==> src/rtl/adder_pkg.sv <==
// Widths and FSM state type shared by the 4-bit adder and its downstream
// sum accumulator, so both sides agree on the sum width.
`timescale 1ns/1ps
package adder_pkg;

  localparam int ADD_IN_W  = 4;
  localparam int ADD_SUM_W = ADD_IN_W + 1;

  typedef enum logic {
    ACCUM = 1'b0,
    HOLD  = 1'b1
  } acc_state_e;

endpackage

==> src/rtl/adder_sum_accum.sv <==
// Accumulates bursts of adder sums arriving on a valid/ready handshake and
// presents the burst total, sample count and wrap flag on an output handshake.
`timescale 1ns/1ps
module adder_sum_accum
  import adder_pkg::*;
#(
  parameter int SUM_W = ADD_SUM_W,
  parameter int COUNT = 16,
  parameter int ACC_W = 9,
  parameter int CNT_W = 5
) (
  input  logic             clk,
  input  logic             rst,
  input  logic             in_valid,
  output logic             in_ready,
  input  logic [SUM_W-1:0] in_sum,
  input  logic             flush,
  output logic             out_valid,
  input  logic             out_ready,
  output logic [ACC_W-1:0] out_total,
  output logic [CNT_W-1:0] out_count,
  output logic             out_ovf
);

  acc_state_e       state_q, state_d;
  logic [ACC_W-1:0] acc_q, acc_d;
  logic [CNT_W-1:0] cnt_q, cnt_d;
  logic             ovf_q, ovf_d;
  logic             out_valid_q, out_valid_d;
  logic [ACC_W-1:0] out_total_q, out_total_d;
  logic [CNT_W-1:0] out_count_q, out_count_d;
  logic             out_ovf_q, out_ovf_d;

  logic             accept;
  logic             close;
  logic [ACC_W:0]   add_full;
  logic [CNT_W-1:0] cnt_inc;
  logic [ACC_W-1:0] acc_post;
  logic [CNT_W-1:0] cnt_post;
  logic             ovf_post;

  assign in_ready  = (state_q == ACCUM);
  assign out_valid = out_valid_q;
  assign out_total = out_total_q;
  assign out_count = out_count_q;
  assign out_ovf   = out_ovf_q;

  // The extra top bit of add_full is the carry out of the ACC_W-bit add.
  assign accept   = in_valid & in_ready;
  assign add_full = {1'b0, acc_q} + (ACC_W+1)'(in_sum);
  assign cnt_inc  = cnt_q + CNT_W'(1);

  // Post-add view folds in a sample accepted in the same cycle as the close.
  assign acc_post = accept ? add_full[ACC_W-1:0] : acc_q;
  assign cnt_post = accept ? cnt_inc : cnt_q;
  assign ovf_post = ovf_q | (accept & add_full[ACC_W]);

  assign close = in_ready &
                 ((accept & (cnt_inc == CNT_W'(COUNT))) |
                  (flush & ((cnt_q != '0) | accept)));

  // NOTE: every signal written here gets a default first, so no path leaves
  // one unassigned and no latch is inferred.
  always_comb begin
    state_d     = state_q;
    acc_d       = acc_q;
    cnt_d       = cnt_q;
    ovf_d       = ovf_q;
    out_valid_d = out_valid_q;
    out_total_d = out_total_q;
    out_count_d = out_count_q;
    out_ovf_d   = out_ovf_q;

    case (state_q)
      ACCUM: begin
        if (close) begin
          out_total_d = acc_post;
          out_count_d = cnt_post;
          out_ovf_d   = ovf_post;
          out_valid_d = 1'b1;
          acc_d       = '0;
          cnt_d       = '0;
          ovf_d       = 1'b0;
          state_d     = HOLD;
        end else begin
          acc_d = acc_post;
          cnt_d = cnt_post;
          ovf_d = ovf_post;
        end
      end
      HOLD: begin
        // Result registers keep their value after handoff; only out_valid drops.
        if (out_ready) begin
          out_valid_d = 1'b0;
          state_d     = ACCUM;
        end
      end
      default: state_d = ACCUM;
    endcase
  end

  // NOTE: state registers use non-blocking assignment so every flop samples
  // the pre-edge values regardless of process evaluation order.
  always_ff @(posedge clk) begin
    if (rst) begin
      state_q     <= ACCUM;
      acc_q       <= '0;
      cnt_q       <= '0;
      ovf_q       <= 1'b0;
      out_valid_q <= 1'b0;
      out_total_q <= '0;
      out_count_q <= '0;
      out_ovf_q   <= 1'b0;
    end else begin
      state_q     <= state_d;
      acc_q       <= acc_d;
      cnt_q       <= cnt_d;
      ovf_q       <= ovf_d;
      out_valid_q <= out_valid_d;
      out_total_q <= out_total_d;
      out_count_q <= out_count_d;
      out_ovf_q   <= out_ovf_d;
    end
  end

endmodule

==> config.mk <==
export PLATFORM = sky130hd
export DESIGN_NAME = adder_sum_accum
export DESIGN_NICKNAME = d
export VERILOG_FILES = /design/src/rtl/adder_pkg.sv /design/src/rtl/adder_sum_accum.sv
export SDC_FILE = /design/constraint.sdc
export NUM_CORES = 1
export LEC_CHECK = 0
export ABC_CLOCK_PERIOD_IN_PS = 4400
export CAP_MARGIN = 20
export CORE_UTILIZATION = 34
export DETAILED_ROUTE_END_ITERATION = 10
export PLACE_DENSITY = 0.51
export SLEW_MARGIN = 20
export SYNTH_ARGS = -nofsm -noshare
export SYNTH_HDL_FRONTEND = slang
export SYNTH_SLANG_ARGS = --single-unit
==> constraint.sdc <==
create_clock -name clk -period 4.4 [get_ports clk]
set_input_delay 0.88 -clock clk [delete_from_list [all_inputs] [get_ports clk]]
set_output_delay 0.88 -clock clk [all_outputs]
set_load 0.01 [all_outputs]
* Yosys cells after proc, flatten, opt, wreduce, memory -nomap -nowiden
Index checks and enable logic that the tools add are counted.
Operators by class: muxes and demuxes 11, add/subtract/negate cells 2, bitwise operators 9, equality and inequality tests 3, reduce and logical (&&, ||, !) cells 3
Operators with widths (number):
- 9-bit two-way mux | 2
- 9-bit by 5-bit adder with 10-bit output | 1
- 5-bit two-way mux | 2
- 5-bit by 1-bit adder with 5-bit output (second input constant) | 1
- 1-bit bitwise AND | 5
- 5-bit == test (second input constant) | 1
- 1-bit two-way mux | 5
- 5-bit nonzero test | 1
- 1-bit one-hot mux with 2 select lines | 2
- 2-bit AND reduction | 2
- 1-bit OR | 3
- 2-bit by 1-bit inequality test with 1-bit output (second input constant) | 1
- 2-bit inequality test (second input constant) | 1
- 1-bit NOT | 1
Storage, ports and cells: logic and storage cells 36, output and inout port bits 17, flip-flop bits (word level) 32, bits of input ports 10

* Depth between registers and ports, before layout
depth after elaboration 8, mapped depth 8, mapped depth without buffers 7

* Worst setup path before layout
Ideal clock, no wire load.
kind input -> register, start input port in_sum[0], end register acc_q[8], slack 1.788 ns, arrival time 2.538 ns, cell stages on the path 7, buffers on the path 0, cell sequence ha_1 fa_1 a211oi_1 nor2_1 o21ai_0 or3b_1 a31oi_1
On the way: longest elaborated chain between the ends 3
Ends and longest elaborated chain:
- start: declaration | RTL line adder_sum_accum.sv:16 | input logic [SUM_W-1:0] in_sum,
- 9-bit by 5-bit adder with 10-bit output | RTL line adder_sum_accum.sv:50 | assign add_full = {1'b0, acc_q} + (ACC_W+1)'(in_sum);
- 9-bit two-way mux | RTL line adder_sum_accum.sv:54 | assign acc_post = accept ? add_full[ACC_W-1:0] : acc_q;
- 9-bit two-way mux | RTL line adder_sum_accum.sv:76 | if (close) begin
- end signal: assignment | RTL line adder_sum_accum.sv:107 | acc_q <= '0;
- end signal: assignment | RTL line adder_sum_accum.sv:116 | acc_q <= acc_d;
- end: declaration | RTL line adder_sum_accum.sv:26 | logic [ACC_W-1:0] acc_q, acc_d;
No other way between the ends. A chain may end at the register's enable or synchronous reset.

* Worst setup path in the final report
Same ends and word-level chain as after synthesis.

==> load_flow_metrics.sql <==
INSERT INTO impl_metrics (metric_group, metric, value, unit) VALUES
('outcome', 'outcome', 'completed', ''),
('sta', 'hold-worst-slack', '491', 'ps'),
('clock_network', 'cts_max_level', '2', ''),
('grt', 'wire_length_of_the_first_global_routing_pass', '6340', 'µm'),
('grt', 'largest_net_degree_at_the_start_of_global_routing', '28', ''),
('clock_network', 'clkLatencyLatePin', '290', 'ps'),
('sta', 'finalHoldViolCount', '0', ''),
('worst_setup_path', 'worstSetupPathType', 'in -> reg', ''),
('worst_setup_path', 'cp_slowest_cell', 'fa_1', ''),
('sta', 'timing.final.setup_violations', '0', ''),
('worst_setup_path', 'startpoint_class', 'input pin', ''),
('worst_setup_path', 'cpPeakStageDelay', '430', 'ps'),
('worst_setup_path', 'path_buf_inv', '1', ''),
('route', 'finalWirelength', '3760', 'µm'),
('clock_network', 'cts.repair.resized', '0', ''),
('finish', 'post_route_cells_drive_above_1_share', '7.55', '%'),
('clock_network', 'tritoncts_clock_tree', 'done', ''),
('route', 'drt_first_pass_iters', '4', ''),
('grt', 'grt_use_total', '16.2', '%'),
('clock_network', 'cts-root-to-sink-buffers', '2', ''),
('grt', 'number_of_global_route_vias_before_repair', '1385', ''),
('route', 'drt-vias-per-instance', '5.34', ''),
('clock_network', 'clock_sink_count', '32', ''),
('finish', 'insertedDiodeCount', '0', ''),
('route', 'drc_errors', '0', ''),
('worst_setup_path', 'worstPathRequired', '4620', 'ps'),
('sta', 'finalCriticalPeriod', '2960', 'ps'),
('sta', 'fin_worst_skew', '7.82', 'ps'),
('logic_synthesis', 'synth_fp_nets', '205', ''),
('power', 'irDropWorstVdd', '0.147', 'mV'),
('worst_setup_path', 'worst-path-max-fanout', '3', ''),
('worst_setup_path', 'crit_path_cell_trace', 'clkdlybuf4s50_1 -> ha_1 -> fa_1 -> a211oi_1 -> nor2_1 -> o21ai_0 -> or3b_1 -> a31oi_1', ''),
('finish', 'nNetsFinal', '230', ''),
('route', 'drt-initial-drc-count', '63', ''),
('clock_network', 'cts_made_buffers', '5', ''),
('placement', 'dp_hpwl', '2640', 'µm'),
('finish', 'syn2layout_area_growth', '23.8', '%'),
('finish', 'mostFrequentLayoutCells', 'dfxtp_1, clkdlybuf4s50_1, nor2_1, a211oi_1', ''),
('clock_network', 'cts_hold_repair.buffers', '0', ''),
('worst_setup_path', 'r2r_slack', '2020', 'ps'),
('die', 'die_height', '71.8', 'µm'),
('logic_synthesis', 'count_of_flip_flops_with_a_built_in_enable_after_synthesis', '0', ''),
('power', 'leakage', '0.731', 'nW'),
('logic_synthesis', 'yosysWarnings', '0', ''),
('grt', 'grt_remaining_overflow', '0', ''),
('clock_network', 'postCtsSetupRepairBufs', '0', ''),
('power', 'share_comb_of_total_power', '22.9', '%'),
('power', 'internal_power', '0.000520', 'W'),
('power', 'power.share.sequential', '45.2', '%'),
('sta', 'timing.slew.headroom', '44.2', '%'),
('hold_path', 'worst_hold_path_type', 'reg -> reg', ''),
('logic_synthesis', 'synth.cell_area', '1660', 'µm²'),
('clock_network', 'clock-root-buffer', 'clkbuf_8', ''),
('sta', 'fmaxAchievable', '338', 'MHz'),
('worst_setup_path', 'cp-end-kind', 'flop', ''),
('grt', 'antenna_found_initial', '0', ''),
('finish', 'mostFrequentLayoutCell', 'dfxtp_1', ''),
('logic_synthesis', 'dominantRegCellSynth', 'dfxtp_1', ''),
('job', 'max_cap_violations', '0', ''),
('die', 'floorplan.die_area', '5160', 'µm²'),
('power', 'power-per-cell-area', '358', 'nW/µm²'),
('logic_synthesis', 'ys_async_sr_fraction', '0', '%'),
('logic_synthesis', 'cell_count_after_synthesis', '186', ''),
('die', 'chipWidth', '71.8', 'µm'),
('logic_synthesis', 'avgSynthCellArea', '8.91', 'µm²'),
('power', 'power.clock.fraction', '31.9', '%'),
('die', 'floorplan_core_area', '4690', 'µm²'),
('clock_network', 'clk_pin_slew_worst_paths', '70', 'ps'),
('die', 'row_count', '25', ''),
('route', 'antenna_violating_nets_post_route', '0', ''),
('route', 'vias', '1420', '');
-- area by class of cell --
class                   count  area [µm²]
fillers                   463        2640
clock inverters             2        10.0
well taps                  54        67.6
clock buffers               6        82.6
flip-flops and latches     32         641
inverters                   5        18.8
repair buffers             29         283
multi-input cells         138         951
-- power groups by stage --
stage	registers, W	clock network [W]	logic [W]
after CTS	0.000332	0.000242	0.000170
final	0.000332	0.000234	0.000168
after global routing	0.000335	0.000258	0.000186
after detailed placement	0.000338	0	0.000169
after floorplan	0.000341	0	0.000103
after global placement	0.000337	0	0.000167
-- cells in the mapped netlist (2+ instances only) --
master    instances  area share [%]
xnor2_1           7             3.7
clkbuf_1          6             1.4
o21ai_0           7             2.1
o31ai_1           2            0.91
nor3_1            6             1.8
a32o_1            3             1.8
nor3b_1           2            0.91
xor2_1            3             1.6
a31oi_1           2            0.75
nor2_1           24             5.4
buf_2             2            0.60
nand2_1          10             2.3
or3_1             2            0.75
nand3_1           5             1.5
dfxtp_1          32              39
ha_1              8             6.0
a211oi_1         15             6.8
nand2b_1          8             3.0
inv_1             5             1.1
a21oi_1          10             3.0
a21o_1            3             1.4
o32ai_1           2             1.1
mux2i_1           2             1.2
buf_1             2            0.45
-- worst register-to-register path, cell delays in order, from the launching register on --
cell     delay [ps]
dfxtp_1         430
ha_1            240
nand3_1         140
xor2_1          230
o31ai_2         760
nor2_1          170
a32o_1          310
-- per-layer routing --
layer | up-vias | wire, µm | track usage [%]
li1 | 726 | - | -
met1 | 658 | 1800 | 20.0
met2 | 28 | 1730 | 25.9
met3 | 8 | 153 | 4.50
met4 | 0 | 76 | 7.84
met5 | - | 0 | 0
-- flip-flops by register name, indices dropped and copies added, names as in the netlist --
| register | count |
|---|---|
| state_q | 1 |
| cnt_q | 5 |
| acc_q | 9 |
| out_count | 5 |
| out_ovf | 1 |
| out_total | 9 |
| ovf_q | 1 |
| out_valid | 1 |
-- metrics by stage --
step | utilization [%] | worst slack [ps] | power (W) | std cells | instance area (µm²)
after floorplan | - | 1790 | 0.000443 | 186 | 1660
after global placement | 41.8 | 1260 | 0.000504 | 258 | 1960
after detailed placement | 41.8 | 1150 | 0.000508 | 258 | 1960
after CTS | 43.8 | 1450 | 0.000744 | 266 | 2050
after global routing | 43.8 | 1290 | 0.000780 | 266 | 2050
final | 43.8 | 1440 | 0.000734 | 266 | 2050
-- final timing paths --
kind,endpoint,startpoint,cells after the start
max,acc_q[8],in_sum[0],8
min,out_total[3],out_total[3],2
max reg2reg,acc_q[0],cnt_q[0],6
min reg2reg,out_total[3],out_total[3],2
-- cells by family after synthesis --
group | Yosys count | synth area share [%]
buffers and inverters | 16 | 4.00
XOR/XNOR | 10 | 5.28
multiplexers | 3 | 1.89
adder cells (fa/ha/maj) | 9 | 7.25
AO/OA/AOI/OAI | 52 | 23.6
flip-flops | 32 | 38.6
AND/OR/NAND/NOR | 64 | 19.3
No activity file was read; power rests on OpenSTA's default activity.
